--- src/rtl/aes_sbox_sched_pkg.sv ---
// aes_sbox_sched_pkg
//   Shared definitions for the S-box scheduler: FSM state encoding, grant
//   pointer values, beat-count derivation and byte-slice helpers.
//   Configuration macro: SBOX_PIPE_EN adds the StDrain state.
package aes_sbox_sched_pkg;

    typedef enum logic [1:0] {
        StIdle  = 2'd0,
        StRunSt = 2'd1,
        StRunKs = 2'd2
`ifdef SBOX_PIPE_EN
        , StDrain = 2'd3
`endif
    } sched_state_e;

    localparam logic GRANT_ST = 1'b0;
    localparam logic GRANT_KS = 1'b1;

    // Beats needed to push n_bytes through n_lanes lanes (rounded up).
    function automatic int unsigned sbox_beats(input int unsigned n_bytes,
                                               input int unsigned n_lanes);
        return (n_bytes + n_lanes - 1) / n_lanes;
    endfunction

    function automatic logic [7:0] byte_of128(input logic [127:0] d, input int unsigned idx);
        logic [3:0] sel;
        sel = 4'(idx);
        return d[8*sel +: 8];
    endfunction

    // Key words have only four bytes; lanes past them see zero.
    function automatic logic [7:0] byte_of32(input logic [31:0] d, input int unsigned idx);
        logic [1:0] sel;
        sel = 2'(idx);
        return (idx < 4) ? d[8*sel +: 8] : 8'h00;
    endfunction

endpackage

--- src/rtl/aes_sbox_composite_working.sv ---
// aes_sbox_composite_working
//   Single AES S-box lane, forward or inverse, purely combinational.
//   Multiplicative inverse is taken as x^254 in GF(2^8) (poly 0x11b),
//   wrapped by the forward or inverse affine map.
// Ports:
//   i_enc_dec  1 = forward S-box, 0 = inverse S-box
//   i_data     input byte
//   o_data     substituted byte
module aes_sbox_composite_working (
    input  logic       i_enc_dec,
    input  logic [7:0] i_data,
    output logic [7:0] o_data
);

    function automatic logic [7:0] gf_mul(input logic [7:0] a, input logic [7:0] b);
        logic [7:0] acc;
        logic [7:0] sh;
        acc = 8'h00;
        sh  = a;
        for (int i = 0; i < 8; i++) begin
            if (b[i]) acc = acc ^ sh;
            sh = {sh[6:0], 1'b0} ^ (sh[7] ? 8'h1b : 8'h00);
        end
        return acc;
    endfunction

    // x^254 = x^-1 for x != 0, and maps 0 to 0 as the S-box requires.
    function automatic logic [7:0] gf_inv(input logic [7:0] a);
        logic [7:0] x2, x4, x8, x16, x32, x64, x128;
        x2   = gf_mul(a, a);
        x4   = gf_mul(x2, x2);
        x8   = gf_mul(x4, x4);
        x16  = gf_mul(x8, x8);
        x32  = gf_mul(x16, x16);
        x64  = gf_mul(x32, x32);
        x128 = gf_mul(x64, x64);
        return gf_mul(gf_mul(gf_mul(x2, x4), gf_mul(x8, x16)),
                      gf_mul(gf_mul(x32, x64), x128));
    endfunction

    function automatic logic [7:0] fwd_affine(input logic [7:0] a);
        return a ^ {a[6:0], a[7]} ^ {a[5:0], a[7:6]} ^ {a[4:0], a[7:5]}
                 ^ {a[3:0], a[7:4]} ^ 8'h63;
    endfunction

    function automatic logic [7:0] inv_affine(input logic [7:0] s);
        return {s[6:0], s[7]} ^ {s[4:0], s[7:5]} ^ {s[1:0], s[7:2]} ^ 8'h05;
    endfunction

    logic [7:0] w_inv_in;
    logic [7:0] w_inv_out;

    assign w_inv_in  = i_enc_dec ? i_data : inv_affine(i_data);
    assign w_inv_out = gf_inv(w_inv_in);
    assign o_data    = i_enc_dec ? fwd_affine(w_inv_out) : w_inv_out;

endmodule

--- src/rtl/aes_sbox_lane_array.sv ---
// aes_sbox_lane_array
//   NUM_SBOX parallel S-box lanes sharing one direction select.
//   Configuration macro: SBOX_PIPE_EN registers the lane outputs (clock and
//   reset ports exist only in that build).
// Ports:
//   i_clk, i_rst_n  clock / sync active-low reset (SBOX_PIPE_EN only)
//   i_enc_dec       1 = forward, 0 = inverse, common to all lanes
//   i_data          lane inputs, lane g = bits [8g+7:8g]
//   o_data          lane outputs, same packing
module aes_sbox_lane_array #(
    parameter int unsigned NUM_SBOX = 4
) (
`ifdef SBOX_PIPE_EN
    input  logic                  i_clk,
    input  logic                  i_rst_n,
`endif
    input  logic                  i_enc_dec,
    input  logic [8*NUM_SBOX-1:0] i_data,
    output logic [8*NUM_SBOX-1:0] o_data
);

    logic [8*NUM_SBOX-1:0] w_sbox_out;

    for (genvar g = 0; g < NUM_SBOX; g++) begin : g_lane
        aes_sbox_composite_working u_sbox (
            .i_enc_dec (i_enc_dec),
            .i_data    (i_data[8*g +: 8]),
            .o_data    (w_sbox_out[8*g +: 8])
        );
    end

`ifdef SBOX_PIPE_EN
    logic [8*NUM_SBOX-1:0] r_data;

    always_ff @(posedge i_clk) begin
        if (!i_rst_n) r_data <= '0;
        else          r_data <= w_sbox_out;
    end

    assign o_data = r_data;
`else
    assign o_data = w_sbox_out;
`endif

endmodule

--- src/rtl/aes_sbox_scheduler.sv ---
// aes_sbox_scheduler
//   Time-shares NUM_SBOX S-box lanes between the round datapath (128-bit
//   SubBytes/InvSubBytes) and key expansion (32-bit forward SubWord).
//   One input buffer and one result register per requester; round-robin
//   grant on contention, decided in StIdle only, jobs never preempted.
//   Configuration macro: SBOX_PIPE_EN inserts a register after the lanes and
//   a StDrain state that writes the final beat (+1 cycle per job).
// Ports:
//   i_clk, i_rst_n                         clock, sync active-low reset
//   i_st_valid/o_st_ready, i_st_data,
//   i_st_enc_dec                           state request (1 = forward)
//   o_st_res_valid/i_st_res_ready,
//   o_st_res_data                          state result
//   i_ks_valid/o_ks_ready, i_ks_word       key-word request
//   o_ks_res_valid/i_ks_res_ready,
//   o_ks_res_word                          SubWord result
module aes_sbox_scheduler
    import aes_sbox_sched_pkg::*;
#(
    parameter int unsigned NUM_SBOX = 4
) (
    input  logic         i_clk,
    input  logic         i_rst_n,
    input  logic         i_st_valid,
    output logic         o_st_ready,
    input  logic [127:0] i_st_data,
    input  logic         i_st_enc_dec,
    output logic         o_st_res_valid,
    input  logic         i_st_res_ready,
    output logic [127:0] o_st_res_data,
    input  logic         i_ks_valid,
    output logic         o_ks_ready,
    input  logic [31:0]  i_ks_word,
    output logic         o_ks_res_valid,
    input  logic         i_ks_res_ready,
    output logic [31:0]  o_ks_res_word
);

    localparam int unsigned ST_BEATS = sbox_beats(16, NUM_SBOX);
    localparam int unsigned KS_BEATS = sbox_beats(4, NUM_SBOX);
    localparam int unsigned CNT_W    = (ST_BEATS > 1) ? $clog2(ST_BEATS) : 1;
    localparam logic [CNT_W-1:0] ST_LAST = CNT_W'(ST_BEATS - 1);
    localparam logic [CNT_W-1:0] KS_LAST = CNT_W'(KS_BEATS - 1);

    sched_state_e     r_state;
    logic             r_grant;
    logic [CNT_W-1:0] r_beat;
    logic             r_live;   // holds readies low until the cycle after reset
    logic             r_st_full, r_st_enc, r_ks_full;
    logic [127:0]     r_st_buf, r_st_res;
    logic [31:0]      r_ks_buf, r_ks_res;
    logic             r_st_res_valid, r_ks_res_valid;

    logic [8*NUM_SBOX-1:0] w_lane_in, w_lane_out;
    logic                  w_lane_enc;
    logic                  w_wr_en, w_wr_st;
    logic [CNT_W-1:0]      w_wr_beat;

    // Beat k feeds bytes [k*NUM_SBOX +: NUM_SBOX] of the active job.
    always_comb begin
        w_lane_in  = '0;
        w_lane_enc = 1'b1;
        if (r_state == StRunSt) w_lane_enc = r_st_enc;
        for (int unsigned i = 0; i < NUM_SBOX; i++) begin
            if (r_state == StRunSt) begin
                w_lane_in[8*i +: 8] = byte_of128(r_st_buf, 32'(r_beat) * NUM_SBOX + i);
            end else if (r_state == StRunKs) begin
                w_lane_in[8*i +: 8] = byte_of32(r_ks_buf, 32'(r_beat) * NUM_SBOX + i);
            end
        end
    end

    aes_sbox_lane_array #(
        .NUM_SBOX (NUM_SBOX)
    ) u_lanes (
`ifdef SBOX_PIPE_EN
        .i_clk     (i_clk),
        .i_rst_n   (i_rst_n),
`endif
        .i_enc_dec (w_lane_enc),
        .i_data    (w_lane_in),
        .o_data    (w_lane_out)
    );

`ifdef SBOX_PIPE_EN
    // Tags travel alongside the lane register so the write lands one cycle late.
    logic             r_pipe_vld, r_pipe_st;
    logic [CNT_W-1:0] r_pipe_beat;

    always_ff @(posedge i_clk) begin
        if (!i_rst_n) begin
            r_pipe_vld  <= 1'b0;
            r_pipe_st   <= 1'b0;
            r_pipe_beat <= '0;
        end else begin
            r_pipe_vld  <= (r_state == StRunSt) || (r_state == StRunKs);
            r_pipe_st   <= (r_state == StRunSt);
            r_pipe_beat <= r_beat;
        end
    end

    assign w_wr_en   = r_pipe_vld;
    assign w_wr_st   = r_pipe_st;
    assign w_wr_beat = r_pipe_beat;
`else
    assign w_wr_en   = (r_state == StRunSt) || (r_state == StRunKs);
    assign w_wr_st   = (r_state == StRunSt);
    assign w_wr_beat = r_beat;
`endif

    always_ff @(posedge i_clk) begin
        if (!i_rst_n) begin
            r_state        <= StIdle;
            r_grant        <= GRANT_KS;
            r_beat         <= '0;
            r_live         <= 1'b0;
            r_st_full      <= 1'b0;
            r_st_enc       <= 1'b0;
            r_st_buf       <= '0;
            r_ks_full      <= 1'b0;
            r_ks_buf       <= '0;
            r_st_res       <= '0;
            r_st_res_valid <= 1'b0;
            r_ks_res       <= '0;
            r_ks_res_valid <= 1'b0;
        end else begin
            r_live <= 1'b1;

            if (i_st_valid && o_st_ready) begin
                r_st_full <= 1'b1;
                r_st_buf  <= i_st_data;
                r_st_enc  <= i_st_enc_dec;
            end
            if (i_ks_valid && o_ks_ready) begin
                r_ks_full <= 1'b1;
                r_ks_buf  <= i_ks_word;
            end
            if (r_st_res_valid && i_st_res_ready) r_st_res_valid <= 1'b0;
            if (r_ks_res_valid && i_ks_res_ready) r_ks_res_valid <= 1'b0;

            if (w_wr_en) begin
                for (int unsigned i = 0; i < NUM_SBOX; i++) begin
                    if (w_wr_st) begin
                        r_st_res[8*(32'(w_wr_beat) * NUM_SBOX + i) +: 8] <= w_lane_out[8*i +: 8];
                    end else if (32'(w_wr_beat) * NUM_SBOX + i < 4) begin
                        r_ks_res[8*(32'(w_wr_beat) * NUM_SBOX + i) +: 8] <= w_lane_out[8*i +: 8];
                    end
                end
            end

            case (r_state)
                StIdle: begin
                    if (r_st_full && r_ks_full) begin
                        r_state <= (r_grant == GRANT_ST) ? StRunSt : StRunKs;
                        r_grant <= ~r_grant;
                    end else if (r_st_full) begin
                        r_state <= StRunSt;
                    end else if (r_ks_full) begin
                        r_state <= StRunKs;
                    end
                end
                StRunSt: begin
                    if (r_beat == ST_LAST) begin
                        r_beat <= '0;
`ifdef SBOX_PIPE_EN
                        r_state <= StDrain;
`else
                        r_state        <= StIdle;
                        r_st_full      <= 1'b0;
                        r_st_res_valid <= 1'b1;
`endif
                    end else begin
                        r_beat <= r_beat + 1'b1;
                    end
                end
                StRunKs: begin
                    if (r_beat == KS_LAST) begin
                        r_beat <= '0;
`ifdef SBOX_PIPE_EN
                        r_state <= StDrain;
`else
                        r_state        <= StIdle;
                        r_ks_full      <= 1'b0;
                        r_ks_res_valid <= 1'b1;
`endif
                    end else begin
                        r_beat <= r_beat + 1'b1;
                    end
                end
`ifdef SBOX_PIPE_EN
                StDrain: begin
                    r_state <= StIdle;
                    if (r_pipe_st) begin
                        r_st_full      <= 1'b0;
                        r_st_res_valid <= 1'b1;
                    end else begin
                        r_ks_full      <= 1'b0;
                        r_ks_res_valid <= 1'b1;
                    end
                end
`endif
                default: r_state <= StIdle;
            endcase
        end
    end

    assign o_st_ready     = r_live && !r_st_full && !r_st_res_valid;
    assign o_ks_ready     = r_live && !r_ks_full && !r_ks_res_valid;
    assign o_st_res_valid = r_st_res_valid;
    assign o_st_res_data  = r_st_res;
    assign o_ks_res_valid = r_ks_res_valid;
    assign o_ks_res_word  = r_ks_res;

endmodule

--- config.mk ---
export PLATFORM = sky130hd
export DESIGN_NAME = aes_sbox_scheduler
export DESIGN_NICKNAME = d
export VERILOG_FILES = /design/src/rtl/aes_sbox_sched_pkg.sv /design/src/rtl/aes_sbox_composite_working.sv /design/src/rtl/aes_sbox_lane_array.sv /design/src/rtl/aes_sbox_scheduler.sv
export SDC_FILE = /design/constraint.sdc
export NUM_CORES = 2
export LEC_CHECK = 0
export ABC_AREA = 0
export BUFFER_PORTS_ARGS = -buffer_cell sky130_fd_sc_hd__buf_2
export CAP_MARGIN = 20
export CELL_PAD_IN_SITES_DETAIL_PLACEMENT = 0
export CELL_PAD_IN_SITES_GLOBAL_PLACEMENT = 1
export CORE_ASPECT_RATIO = 0.75
export CORE_MARGIN = 1
export CORE_UTILIZATION = 52
export DETAILED_ROUTE_END_ITERATION = 7
export GPL_TIMING_DRIVEN = 0
export PLACE_DENSITY_LB_ADDON = 0.2
export SLEW_MARGIN = 20
export SYNTH_ARGS = -nofsm -noshare
export SYNTH_HDL_FRONTEND = slang
export SYNTH_SLANG_ARGS = --single-unit
--- constraint.sdc ---
create_clock -name i_clk -period 54.6 [get_ports i_clk]
set_input_delay 5.46 -clock i_clk [delete_from_list [all_inputs] [get_ports i_clk]]
set_output_delay 5.46 -clock i_clk [all_outputs]
set_load 0.02 [all_outputs]
Word level (Yosys, flattened, before mapping):

Index checks and enable logic that the tools add are counted.

* bits in registers: 331
* word-level logic and storage cells: 1522

* add/subtract/negate cells: 8
* equality and inequality tests: 6
* multiplexer cells: 772
* reductions and logical operators: 19
* shift-type cells: 23
* $lt $le $gt $ge: 4
* bitwise operators: 677

Operators with widths (number)
* 2-to-1 mux 8 bit: 436
* bitwise XOR 8 bit: 391
* bitwise XOR 8 x 5 -> 8 bit: 277
* 2-to-1 mux 5 bit: 280
* 2-to-1 mux 128 bit: 10
* bitwise mux 128 bit: 4
* variable shift 8 x 34 -> 128 bit, first input constant: 4
* indexed part select 128 x 8 -> 8 bit: 4
* indexed part select 8 x 34 -> 128 bit: 4
* 2-to-1 mux 32 bit: 14
* variable shift 8 x 34 -> 32 bit, first input constant: 4
* indexed part select 8 x 34 -> 32 bit: 4
* bitwise mux 32 bit: 4
* negator 8 -> 34 bit: 3
* less-than comparator 32 x 3 -> 1 bit, second input constant: 3
* indexed part select 32 x 6 -> 8 bit: 3
* negator 7 -> 34 bit: 1
* 2-to-1 mux 2 bit: 8
* inverter 4 bit: 4
* 2-to-1 mux 1 bit: 14
* adder 4 x 2 -> 5 bit, second input constant: 2
* logical AND 1 bit: 9
* inverter 2 bit: 4
* one-hot mux 2 bit (3 select lines): 1
* 15 further kinds: 21

Depth between registers and ports, before layout:

* depth in word-level cells: 175
* mapped depth: 90

Hierarchy:

From an unflattened synthesis, not the netlist that was laid out.

* cell total of the unflattened synthesis: 9397
* area total of the unflattened synthesis: 70827.9 um2

By module, submodules not included
* aes_sbox_composite_working at u_lanes.g_lane[2].u_sbox ...: sequential area each 0.0 um2, instances 2, area each 14218.6 um2, cells each 1979
* aes_sbox_composite_working at u_lanes.g_lane[1].u_sbox: sequential area each 0.0 um2, instances 1, area each 14724.1 um2, cells each 1980
* aes_sbox_composite_working at u_lanes.g_lane[0].u_sbox: sequential area each 0.0 um2, instances 1, area each 14286.2 um2, cells each 1980
* aes_sbox_scheduler: sequential area each 6626.4 um2, instances 1, area each 13380.3 um2, cells each 1479

Worst setup path before layout:

OpenSTA, ideal clock, no wires.

* kind: register to register
* start: register r_beat[1]
* end: register r_ks_res[24], in the netlist o_ks_res_word[24]
* buffers on the path: 19
* data required time: 54483 ps
* cell stages (with the launch flop): 85
* setup time: 117 ps
* path slack: 34943 ps
* period minus slack after synthesis: 19657 ps
* data arrival time: 19540 ps
* path through: dfxtp_1 buf_2 buf_2 buf_2 clkbuf_1 inv_1 ha_1 and3b_1 buf_6 a222oi_1 buf_2 xnor2_1 xor2_1 o21ai_2 inv_2 buf_2 ha_1 clkbuf_1 [49 not listed] xnor3_1 xnor2_1 xnor2_1 buf_2 xor2_2 nor2_1 xnor3_1 xnor2_1 xnor3_1 xor2_1 nor2_1 xnor2_1 xnor3_1 xnor3_2 xnor3_2 xor2_2 mux2_1 a22o_1

* cells in the longest elaborated chain, start to end: 172

Ends and longest elaborated chain
* start: declaration: RTL line aes_sbox_scheduler.sv:47 `logic [CNT_W-1:0] r_beat;`
* start signal: assignment: RTL line aes_sbox_scheduler.sv:173 `r_beat <= r_beat + 1'b1;`
* start signal: assignment: RTL line aes_sbox_scheduler.sv:187 `r_beat <= r_beat + 1'b1;`
* branches (longest 171 deep; another with less-than comparator 32 x 3 -> 1 bit)
* 2-to-1 mux 32 bit *: RTL line aes_sbox_scheduler.sv:143 `if (w_wr_st) begin`
* end signal: indexed assignment: RTL line aes_sbox_scheduler.sv:146 `r_ks_res[8*(32'(w_wr_beat) * NUM_SBOX + i) +: 8] <= w_lane_out[8*i +: 8];`
* end: declaration: RTL line aes_sbox_scheduler.sv:51 `logic [31:0] r_ks_buf, r_ks_res;`

Every way passes the cells marked *. The select of a mux whose other input is x is not followed.
A chain may end at the register's enable or synchronous reset.

Worst setup path in the final report:

* start: register r_beat[1]
* end: register r_st_res[89], in the netlist o_st_res_data[89]

* cells in the longest elaborated chain, start to end: 168

Ends and longest elaborated chain
* branches (longest 167 deep; another with less-than comparator 32 x 3 -> 1 bit)
* 2-to-1 mux 128 bit *: RTL line aes_sbox_scheduler.sv:143
* end signal: indexed assignment: RTL line aes_sbox_scheduler.sv:144 `r_st_res[8*(32'(w_wr_beat) * NUM_SBOX + i) +: 8] <= w_lane_out[8*i +: 8];`
* end: declaration: RTL line aes_sbox_scheduler.sv:50 `logic [127:0] r_st_buf, r_st_res;`

Marks and branches as above.

==> key figures <==
Finish
  • Post-route cell area: roughly 74000 µm²
  • Net count, final: ~10000
  • Area Growth Syn to Fin: 7.275%
  • Layout cells sized above 1: 0.09882

Clock network
  • CTS Buffer Depth: 3
  • Cts bufs inserted: 29
  • Postcts setup bufs: 0
  • Root buffer cell: clkbuf_16
  • Post_cts resized: 0
  • Worst-skew pair later-pin latency: slightly above 0.6 ns
  • Sink Count: around 330
  • CTS tree: done
  • Clk pin slew, worst setup/hold paths: approximately 0.070 ns
  • H-tree Lvls: 1
  • Hold-fix buffers at CTS: 0

Worst setup path
  • CP required: 55.15 ns
  • CP max-delay cell: xnor2_1
  • Crit end category: flop
  • Most used cell, CP: xnor2_1
  • Crit path buffers/inverters: 30
  • CP Launch Type: flop
  • Reg2Reg Capture Point: o_st_res_data[89]
  • Crit-path max cell delay: ~0.85 ns
  • Worst-path fanout max: 10
  • FF-to-FF Start: r_beat[1]
  • Cell depth of the worst setup path: between 80 and 90
  • Crit-path leading delay family: buffers and inverters
  • WS Path Type: reg2reg
  • Reg2reg setup slack: around 28 ns
  • CP arrival: approximately 28 ns
  • Worst reg2reg path depth: 85
  • Critical path startpoint: r_beat[1]

Yosys
  • Synth cell count leaders: xnor2_1, nand2_1, nor2_1, a21oi_1, xor2_1
  • Post-synthesis sequential area ratio: 0.09644
  • Yosys cell types: 130
  • Top-area cell type share of the netlist area: 0.2312
  • #FFs+latches synth: around 330
  • Mapped Avg Cell Area: between 7 and 8 µm²
  • Synth area leader: xnor2_1
  • Ys flop type: dfxtp_1
  • Mapped cell area: 68710 µm²
  • Yosys warnings: 0
  • Most instantiated library cell after synthesis: xnor2_1
  • Area contributors post-synth: xnor2_1, dfxtp_1, nand2_1, nor2_1, xor2_1
  • Post-synth ARST share: 0
  • EDFF count, synth: 0
  • Synth Instances: ~9400
  • Syn Nets: just under 10000

GRT
  • Largest net degree at the start of global routing: 18
  • GRT Overall Usage: 0.3246
  • GRT overflow: 0
  • Vias in the first global route: ~64000
  • Initial antenna violation count: 6
  • First-pass GRT wire length: around 360 mm

Floorplan
  • Die ar.: ~130000 µm²
  • Top-level port count: 331
  • Core Rows: 115
  • Die width: roughly 420 µm
  • Die Y: 316.8 µm
  • Core area: 131100 µm²
  • Starting Density: 0.5242

Timing
  • # setup viols final: 0
  • Setup Skew: 0.01951 ns
  • Minimum clock period: between 20 and 30 ns
  • Worst slew pin tran: 1.088 ns
  • Setup TNS: 0 ns
  • Fmax: about 37 MHz
  • Slew margin rel.: 0.2695
  • Tcrit/Tclk final: 0.4944
  • Endpoints failing hold: 0
  • Unrepaired setup endpoints after global routing: false
  • Pins over their slew limit: 0

Routing
  • Antenna Nets Post-Route: 0
  • Vias: approximately 70000
  • DRC Markers: 0
  • DRT Wirelength: between 200 and 250 mm
  • Wirelength per Cell: about 20 µm
  • First drt pass iteration count: 8
  • Drt via density: roughly 6.0
  • Starting DRT DRC Count: a little under 8000

Placed design
  • Dpl hpwl: about 180 mm
  • Port Buf Inserts: between 300 and 400
  • Placement Cell Area: approximately 73000 µm²
  • GP Congestion: between 0.9 and 1

Hold path
  • WHS Endpoint: o_st_res_data[51]
  • Worst hold path type: reg2reg
  • Worst hold start: o_st_res_data[51]
  • WHS Path Cells: 2

Outcome
  • Status: finished, final reports clean

Run
  • Max Cap Viol: 0
[layout make-up]
| class | count | area, µm² |
|---|---|---|
| multi-input combinational | 8353 | 58900 |
| antenna | 5 | 12.51 |
| buffer | 611 | 2769 |
| clock inverter | 19 | 244.0 |
| inverter | 136 | 510.5 |
| sequential | 331 | 6626 |
| timing repair buffer | 332 | 1664 |
| tap | 1755 | 2196 |
| clock buffer | 34 | 784.5 |
| fill | 12830 | 57380 |
[through the flow]
step / hold WS, ns / cells / worst slack (ns) / utilization
floorplan: 0.4317 / 9431 / 34.94 / -
global placement: 0.4315 / 11520 / 28.66 / 0.5535
detailed placement: 0.4388 / 11520 / 28.51 / 0.5540
CTS: 0.4478 / 11570 / 28.46 / 0.5618
global route: 0.4598 / 11580 / 26.15 / 0.5623
finish: 0.4448 / 11580 / 27.61 / 0.5623
[layer usage]
| metal | global-route usage | routed length, µm | up-vias |
|---|---|---|---|
| li1 | - | - | 32920 |
| met1 | 0.4744 | 104500 | 33280 |
| met2 | 0.5171 | 102300 | 2860 |
| met3 | 0.03113 | 16850 | 270 |
| met4 | 0.06488 | 4498 | 4 |
| met5 | 0 | 28 | - |
[tightest hold or removal path: cells and delay by family (launching register included)]
family | cells | cell delay (ns)
AOI/OAI and AO/OA | 1 | 0.05
and+or+nand+nor | 1 | 0.05
DFF | 1 | 0.31
[worst max path at each step]
stage	to	slack [ns]
finish	o_st_res_data[89]	27.61
global route	o_st_res_data[89]	26.15
CTS	o_st_res_data[89]	28.46
detailed placement	o_st_res_data[89]	28.51
global placement	o_st_res_data[121]	28.66
floorplan	o_ks_res_word[24]	34.94
[cells by family (layout without fill, tap and decap cells)]
family | after synthesis | count (layout) | synth area share
fa+ha+maj | 41 | 41 | 0.007430
mux | 237 | 237 | 0.04172
xor+xnor | 2634 | 2634 | 0.4002
flops | 331 | 331 | 0.09644
other cells | 0 | 5 | 0
compound gates | 1941 | 1941 | 0.1829
buf+inv | 747 | 1132 | 0.04773
simple gates | 3500 | 3500 | 0.2236
[sequential cells by signal (all words and copies together), names as in the netlist]
register        cells
o_st_res_data     128
r_st_buf          128
o_ks_res_word      32
r_ks_buf           32
r_beat              2
r_state             2
o_ks_res_valid      1
o_st_res_valid      1
r_grant             1
r_ks_full           1
r_live              1
r_st_enc            1
r_st_full           1
[layout by cell type (no fill, tap or decap), types with 42 or more instances in the layout]
cell type,instances
nor2b_1,91
nand3_1,215
a22o_1,65
xnor2_1,1802
o21ai_1,129
buf_2,469
a31oi_1,67
nor2_1,1176
and2_1,52
xnor2_2,108
and3_1,60
inv_1,109
a211oi_1,66
o22ai_1,89
o211ai_1,63
xnor3_1,173
clkbuf_1,362
nor3_1,230
dfxtp_1,331
buf_1,54
nand4_1,43
nand2b_1,74
nand2_1,1334
a22oi_1,57
mux2i_1,162
a21oi_1,597
xor2_1,452
o221ai_1,42
o21ai_0,359
Power is not shown: default switching activity piles up to over one toggle a cycle in this logic, so the estimate is an artifact.
